==> src/rtl/mem_arb_pkg.sv <==
// Shared types and byte-lane helpers for the IF/MEM memory port arbiter.
// Holds the FSM state and owner enums, the full-word byte-enable constant,
// and the little-endian byte-enable / byte-extract helpers.
package mem_arb_pkg;

  typedef enum logic [1:0] {ARB_IDLE, ARB_ACCESS, ARB_RESP} arb_state_t;
  typedef enum logic {OWN_IF, OWN_D} arb_owner_t;

  localparam logic [3:0] BE_WORD = 4'hF;

  function automatic logic [3:0] byte_be(input logic [1:0] addr_lo);
    return 4'b0001 << addr_lo;
  endfunction

  function automatic logic [31:0] byte_extract(input logic [31:0] word,
                                               input logic [1:0]  addr_lo);
    logic [7:0] b;
    case (addr_lo)
      2'd0:    b = word[7:0];
      2'd1:    b = word[15:8];
      2'd2:    b = word[23:16];
      default: b = word[31:24];
    endcase
    return {24'b0, b};
  endfunction

endpackage

==> src/rtl/mem_byte_lane.sv <==
// Combinational byte-lane steering for 32-bit little-endian accesses.
// Ports:
//   byte_en  in   1   byte access when 1, word access when 0
//   addr_lo  in   2   byte offset within the word
//   st_data  in   32  store data from the pipeline (byte store uses [7:0])
//   ld_word  in   32  word read from memory
//   be       out  4   byte enables
//   st_word  out  32  store data replicated onto all lanes for byte stores
//   ld_data  out  32  load data, selected lane zero-extended for byte loads
module mem_byte_lane
  import mem_arb_pkg::*;
(
  input  logic        byte_en,
  input  logic [1:0]  addr_lo,
  input  logic [31:0] st_data,
  input  logic [31:0] ld_word,
  output logic [3:0]  be,
  output logic [31:0] st_word,
  output logic [31:0] ld_data
);

  always_comb begin
    be      = BE_WORD;
    st_word = st_data;
    ld_data = ld_word;
    if (byte_en) begin
      be      = byte_be(addr_lo);
      st_word = {4{st_data[7:0]}};
      ld_data = byte_extract(ld_word, addr_lo);
    end
  end

endmodule

==> src/rtl/mem_port_arbiter.sv <==
// Arbitrates one single-port fixed-latency memory between the IF-stage fetch
// port and the MEM-stage data port. Each access runs IDLE -> ACCESS (MEM_LAT
// cycles, memory strobes registered and held) -> RESP (one-cycle valid pulse).
// Data has priority over fetch unless fetch has waited through STARVE_MAX
// consecutive data grants.
// Ports:
//   clk, rst                   clock (rising edge), async active-high reset
//   if_req/if_addr             fetch request (level-held) and word address
//   if_rdata/if_valid          fetched word and one-cycle completion pulse
//   d_re/d_we/d_byte           data read, write, byte-size flags (level-held)
//   d_addr/d_wdata             data address and store data
//   d_rdata/d_valid            load data and one-cycle completion pulse
//   stall_if/stall_mem         per-stage stall while an access is pending
//   mem_addr/re/we/be/wdata    registered memory strobes (word aligned address)
//   mem_rdata                  memory read data
// Optional build macro ARB_PERF_CNT_EN adds perf_conflict_cnt and
// perf_stall_cnt output ports (wrapping 32-bit event counters).
module mem_port_arbiter
  import mem_arb_pkg::*;
#(
  parameter int ADDR_W     = 32,
  parameter int DATA_W     = 32,
  parameter int MEM_LAT    = 2,
  parameter int STARVE_MAX = 4
) (
  input  logic              clk,
  input  logic              rst,
  input  logic              if_req,
  input  logic [ADDR_W-1:0] if_addr,
  output logic [DATA_W-1:0] if_rdata,
  output logic              if_valid,
  input  logic              d_re,
  input  logic              d_we,
  input  logic              d_byte,
  input  logic [ADDR_W-1:0] d_addr,
  input  logic [DATA_W-1:0] d_wdata,
  output logic [DATA_W-1:0] d_rdata,
  output logic              d_valid,
  output logic              stall_if,
  output logic              stall_mem,
  output logic [ADDR_W-1:0] mem_addr,
  output logic              mem_re,
  output logic              mem_we,
  output logic [3:0]        mem_be,
  output logic [DATA_W-1:0] mem_wdata,
  input  logic [DATA_W-1:0] mem_rdata
`ifdef ARB_PERF_CNT_EN
  ,
  output logic [31:0]       perf_conflict_cnt,
  output logic [31:0]       perf_stall_cnt
`endif
);

  localparam int LAT_W = $clog2(MEM_LAT + 1);
  localparam int SW    = $clog2(STARVE_MAX + 1);

  arb_state_t        state, state_nxt;
  arb_owner_t        owner, owner_nxt;
  logic [LAT_W-1:0]  lat_cnt, lat_nxt;
  logic [SW-1:0]     starve_cnt, starve_nxt;
  logic              grant, d_req, starved, last_beat;
  logic              acc_byte, acc_re;
  logic [1:0]        acc_lo;
  logic              lane_byte;
  logic [1:0]        lane_lo;
  logic [3:0]        lane_be;
  logic [31:0]       lane_st, lane_ld;
  logic [ADDR_W-1:0] grant_addr;

  assign d_req     = d_re | d_we;
  assign starved   = if_req && (starve_cnt == SW'(STARVE_MAX));
  assign last_beat = (state == ARB_ACCESS) && (lat_cnt == LAT_W'(MEM_LAT));
  assign stall_if  = if_req & ~if_valid;
  assign stall_mem = d_req & ~d_valid;

  // The lane unit serves the store path at grant time and the load path on
  // the last access beat, so it sees the live request in IDLE and the latched
  // request afterwards.
  assign lane_byte  = (state == ARB_IDLE) ? d_byte : acc_byte;
  assign lane_lo    = (state == ARB_IDLE) ? d_addr[1:0] : acc_lo;
  assign grant_addr = (owner_nxt == OWN_D) ? d_addr : if_addr;

  mem_byte_lane u_lane (
    .byte_en (lane_byte),
    .addr_lo (lane_lo),
    .st_data (d_wdata),
    .ld_word (mem_rdata),
    .be      (lane_be),
    .st_word (lane_st),
    .ld_data (lane_ld)
  );

  always_comb begin
    state_nxt  = state;
    owner_nxt  = owner;
    lat_nxt    = lat_cnt;
    starve_nxt = starve_cnt;
    grant      = 1'b0;
    unique case (state)
      ARB_IDLE: begin
        if (!if_req) starve_nxt = '0;
        // starved already implies if_req, so the increment never passes STARVE_MAX
        if (d_req && !starved) begin
          grant     = 1'b1;
          owner_nxt = OWN_D;
          if (if_req) starve_nxt = starve_cnt + 1'b1;
        end else if (if_req) begin
          grant      = 1'b1;
          owner_nxt  = OWN_IF;
          starve_nxt = '0;
        end
        if (grant) begin
          state_nxt = ARB_ACCESS;
          lat_nxt   = LAT_W'(1);
        end
      end
      ARB_ACCESS: begin
        if (last_beat) state_nxt = ARB_RESP;
        else           lat_nxt   = lat_cnt + 1'b1;
      end
      ARB_RESP:  state_nxt = ARB_IDLE;
      default:   state_nxt = ARB_IDLE;
    endcase
  end

  always_ff @(posedge clk or posedge rst) begin
    if (rst) begin
      state      <= ARB_IDLE;
      owner      <= OWN_IF;
      lat_cnt    <= '0;
      starve_cnt <= '0;
    end else begin
      state      <= state_nxt;
      owner      <= owner_nxt;
      lat_cnt    <= lat_nxt;
      starve_cnt <= starve_nxt;
    end
  end

  always_ff @(posedge clk or posedge rst) begin
    if (rst) begin
      mem_addr  <= '0;
      mem_re    <= 1'b0;
      mem_we    <= 1'b0;
      mem_be    <= '0;
      mem_wdata <= '0;
      if_valid  <= 1'b0;
      d_valid   <= 1'b0;
      if_rdata  <= '0;
      d_rdata   <= '0;
      acc_byte  <= 1'b0;
      acc_re    <= 1'b0;
      acc_lo    <= '0;
    end else begin
      if_valid <= 1'b0;
      d_valid  <= 1'b0;
      if (grant) begin
        mem_addr <= grant_addr & ~ADDR_W'(3);
        if (owner_nxt == OWN_D) begin
          mem_re    <= d_re;
          mem_we    <= d_we;
          mem_be    <= lane_be;
          mem_wdata <= d_we ? lane_st : '0;
          acc_byte  <= d_byte;
          acc_re    <= d_re;
          acc_lo    <= d_addr[1:0];
        end else begin
          mem_re    <= 1'b1;
          mem_we    <= 1'b0;
          mem_be    <= BE_WORD;
          mem_wdata <= '0;
          acc_byte  <= 1'b0;
          acc_re    <= 1'b0;
        end
      end
      if (last_beat) begin
        mem_addr  <= '0;
        mem_re    <= 1'b0;
        mem_we    <= 1'b0;
        mem_be    <= '0;
        mem_wdata <= '0;
        if (owner == OWN_IF) begin
          if_valid <= 1'b1;
          if_rdata <= mem_rdata;
        end else begin
          d_valid <= 1'b1;
          if (acc_re) d_rdata <= lane_ld;
        end
      end
    end
  end

`ifdef ARB_PERF_CNT_EN
  always_ff @(posedge clk or posedge rst) begin
    if (rst) begin
      perf_conflict_cnt <= '0;
      perf_stall_cnt    <= '0;
    end else begin
      if (state == ARB_IDLE && if_req && d_req) perf_conflict_cnt <= perf_conflict_cnt + 1'b1;
      if (stall_if | stall_mem)                 perf_stall_cnt    <= perf_stall_cnt + 1'b1;
    end
  end
`endif

endmodule
==> config.mk <==
export PLATFORM = sky130hd
export DESIGN_NAME = mem_port_arbiter
export DESIGN_NICKNAME = d
export VERILOG_FILES = /design/src/rtl/mem_arb_pkg.sv /design/src/rtl/mem_byte_lane.sv /design/src/rtl/mem_port_arbiter.sv
export SDC_FILE = /design/constraint.sdc
export NUM_CORES = 1
export LEC_CHECK = 0
export ABC_AREA = 0
export BUFFER_PORTS_ARGS = -buffer_cell sky130_fd_sc_hd__buf_2
export CAP_MARGIN = 20
export CORE_ASPECT_RATIO = 1.1
export CORE_MARGIN = 1
export CORE_UTILIZATION = 52
export DETAILED_ROUTE_END_ITERATION = 16
export GPL_ROUTABILITY_DRIVEN = 0
export PLACE_DENSITY = 0.85
export SLEW_MARGIN = 20
export SYNTH_ARGS = -nofsm -noshare
export SYNTH_HDL_FRONTEND = slang
export SYNTH_SLANG_ARGS = --single-unit
==> constraint.sdc <==
create_clock -name clk -period 8.6 [get_ports clk]
set_clock_uncertainty 0.1 [all_clocks]
set_input_delay 0.86 -clock clk [delete_from_list [all_inputs] [get_ports clk]]
set_output_delay 0.86 -clock clk [all_outputs]
set_load 0.05 [all_outputs]
==> After elaboration in Yosys (flattened, before gate mapping) <==
Cells that the tools add are included.
Widths: inputs -> output; s select.
{ "word_totals": {"mem_bits_rw": 0, "rom_bits": 0, "input_bits": 134, "memories": 0, "output_inout_bits": 138, "latch_bits": 0, "ff_bits": 148} }
{ "classes": {"n_shift": 1, "n_reduce_logical": 13, "n_addsub": 2, "n_mul": 0, "eq_ne": 8, "div": 0, "n_bitwise": 6, "n_lt_le_gt_ge": 0, "mux": 42} }
{ "ops": {"columns": ["cell", "n"], "rows": [
  ["$mux 32", 9],
  ["$pmux 8 s3", 1],
  ["$mux 1", 20],
  ["$mux 4", 4],
  ["$mux 2", 4],
  ["$pmux 2 s2", 2],
  ["$mux 3", 2],
  ["$reduce_and 2->1", 3],
  ["$reduce_and 3->1", 2],
  ["$eq 2x1->1 const B", 2],
  ["$eq 2x2->1 const B", 2],
  ["$logic_not 2->1", 2],
  ["$ne 2x2->1 const B", 2],
  ["$reduce_bool 2->1", 2],
  ["$shl 1x2->4 const A", 1],
  ["$add 3x1->3 const B", 1],
  ["$eq 3x3->1 const B", 1],
  ["$logic_and 1x1->1", 3],
  ["$not 1->1", 3],
  ["$add 2x1->2 const B", 1],
  ["$and 1x1->1", 2],
  ["$ne 2x1->1 const B", 1],
  ["$logic_not 1->1", 1],
  ["$or 1x1->1", 1]
]} }

==> Longest topological paths before layout <==
{ "logic_depth": {"word_depth": 9, "mapped_depth": 9, "depth_no_buf": 7} }

==> By module <==
From an unflattened synthesis, not the netlist that was laid out.
{ "hier_totals": {"cells_unflattened": 526, "area_unflattened_um2": 6625.1} }
{ "modules_own_cells": {"columns": ["mod", "instances", "cells_each", "area_per_inst_um2", "seq_area_each_um2"], "rows": [
  ["mem_port_arbiter", 1, 387, 5814.3, 3653.5],
  ["mem_byte_lane", 1, 139, 810.8, 0.0]
]} }

==> Worst setup path after synthesis <==
Ideal clock, no wire load.
{ "synth_timing": {"path_type": "in2out", "startpoint": "input port d_re", "endpoint": "output port stall_mem", "arrival_time_ns": 1.678, "path_buffers": 0, "t_required_ns": 7.640, "path_slack_ns": 5.962, "cell_stages": 2, "path_cell_list": "or2_2 nor2b_1"} }
{ "synth_between": {"elab_chain_len": 2} }
{ "synth_rtl": {"columns": ["item", "line_no", "text"], "rows": [
  ["start, declared", "mem_port_arbiter.sv:32", "input logic d_re,"],
  ["$or 1x1->1", "mem_port_arbiter.sv:70", "assign d_req = d_re | d_we;"],
  ["$and 1x1->1", "mem_port_arbiter.sv:74", "assign stall_mem = d_req & ~d_valid;"],
  ["end, declared", "mem_port_arbiter.sv:40", "output logic stall_mem,"]
]} }
Every way passes these cells.

==> Final worst setup path <==
Same ends and word-level chain as after synthesis.

==> flow_summary.yaml <==
clocking:
  ctsResizeCount: 0
  cts_buffers: 17
  cts_root_buf: "clkbuf_16"
  clk_latency_ns: 0.41
  holdBufCountCts: 0
  htree_levels: 4
  cts_tree: "built"
  clkSlewWorstSetupHoldPaths_ns: 0.06
  cts_sinks: 146
  cts_setup_buffers: 0
  clockBufferDepth: 2
sta:
  post-route-period-util: 0.302
  whs_ns: 0.366
  max_slew_margin: 0.319
  period_minus_slack_ns: 2.60
  slew_violations: 0
  fmax_mhz: 385
  worst_slew_pin_slew_ns: 1.02
  hold_viol_final: 0
  setup-violations-final: 0
  rsz0062_at_grt: "no"
  tns_ns: 0
routing:
  wl_mm: 18.0
  dr.pass1.iters: 5
  drcViolationCount: 0
  postRouteAntennaNets: 0
  post_drt_via_cell_ratio: 5.41
  avgRoutedWirePerCell_um: 17.4
  drt_iter0_drc: 400
  num_vias: 5612
logic_synthesis:
  ys_ff_latch: 146
  synth_edf_count: 0
  syn_inst: 617
  ys.flop_type: "dfrtp_1"
  synth_area_leaders: "dfrtp_1 (55%), nand2_1 (8.2%), mux2_4 (6.8%), mux2i_1 (4.7%), o21ai_1 (3.7%)"
  syn_area_um2: 6660
  synthArstFlopShare: 1.00
  ys_seq_area_frac: 0.549
  avgSynthCellArea_um2: 10.8
  yosysWarnings: 0
  synth.largest_area_cell: "dfrtp_1"
  synth.distinct_cells: 42
  synth_common_cells: "dfrtp_1 (146), nand2_1 (146), o21ai_1 (49), a21oi_1 (33), mux2i_1 (31)"
  synth_top_area_frac: 0.549
setup_path:
  path_class: "input port to output port"
  r2r-start: "state[0]$_DFFE_PP0P_"
  path_max_fanout: 4
  endpoint_kind: "output port"
  crit_required_ns: 7.64
  critPathArrivalTime_ns: 1.64
  crit_path_start: "d_re"
  startpoint_type: "input port"
floorplan:
  die_y_um: 121
  ios: 272
  num_rows: 42
  core_area_um2: 12200
  die-area_um2: 13300
  initial_core_util: 0.544
  die_x_um: 110
global_routing:
  grt_pass1_wl_mm: 27.7
  grt_max_degree: 77
  grt_pass1_vias: 5483
  antenna_found_initial: 0
  overflow: 0
  grt.total_usage: 0.280
final_layout:
  final_util: 0.702
  postLayoutCellArea_um2: 8600
  fin_nets: 1007
  area_growth_pct: 29.2
  drive_gt1_frac: 0.401
  diodes: 0
placement:
  placed_area_um2: 7990
  port_buffers: 267
  dpl.hpwl_mm: 12.8
status:
  outcome: "complete, no violations"
job:
  maxCapViolations: 0
min_path:
  hold_path_class: "register to register"
  hold_start: "d_rdata[12]$_DFFE_PP0P_"
## stage by stage
step | cells | setup slack [ns]
floorplan | 618 | 3.72
global placement | 1005 | 5.84
detailed placement | 1005 | 5.80
CTS | 1037 | 6.00
global route | 1037 | 5.97
finish | 1037 | 6.00
## cells by family after synthesis
group / Yosys count / share of synthesized area
AO/OA/AOI/OAI: 135 / 0.126
AND/OR/NAND/NOR: 200 / 0.131
multiplexers: 69 / 0.130
XOR/XNOR: 1 / 0.00132
other: 1 / 0.000563
buffers and inverters: 62 / 0.0562
flip-flops: 146 / 0.549
adder cells (fa/ha/maj): 3 / 0.00564
## routing by layer
metal	up-vias	routed length (um)	track usage
met2	292	8720	0.468
met3	45	1390	0.0609
met1	2660	7290	0.339
met5	-	0	0
li1	2615	-	-
met4	0	606	0.138
## state kept, by name (all words and copies together) (netlist names), 3 cells and up
signal,count
d_rdata,32
if_rdata,32
mem_wdata,32
mem_addr,30
mem_be,4
starve_cnt,3
## critical path, cell delays in order
cell,delay (ns)
buf_2,0.12
or2_2,0.32
nor2b_1,0.13
buf_2,0.20
## path summary, 6_finish.rpt
| check | to | cells after the start | slack, ns |
|---|---|---|---|
| min in group asynchronous | mem_addr[17]$_DFFE_PP0P_ | 2 | 0.44 |
| hold / removal | d_rdata[12]$_DFFE_PP0P_ | 2 | 0.37 |
| max in group asynchronous | lat_cnt[1]$_DFFE_PP0P_ | 3 | 6.54 |
| setup / recovery | stall_mem | 4 | 6.00 |
| setup reg to reg | mem_addr[7]$_DFFE_PP0P_ | 6 | 6.09 |
| hold reg to reg | d_rdata[12]$_DFFE_PP0P_ | 2 | 0.37 |
## cell usage in the layout, fill, tap and decap left out, types with 4 or more instances in the layout
cell        count
nand2_1       146
o22a_1          8
nor2b_1        11
o21ai_0        10
a31oi_1         8
dfrtp_1       146
nand3_1        27
buf_4           7
a221o_1         8
inv_1          20
buf_2         267
mux2i_1        31
mux2_2          6
mux2_4         30
a22o_1         10
clkinvlp_4      4
clkbuf_16      17
o21ai_1        49
a21o_1          4
a21oi_1        33
## cell type report
type,count,area (um2)
multi-input combinational,410,2670
sequential,146,3650
inverter,21,83.8
tap,154,193
fill,921,3640
clock inverter,12,156
timing repair buffer,274,1390
clock buffer,20,457
Power is not shown: default switching activity piles up to over one toggle a cycle in this logic, so the estimate is an artifact.
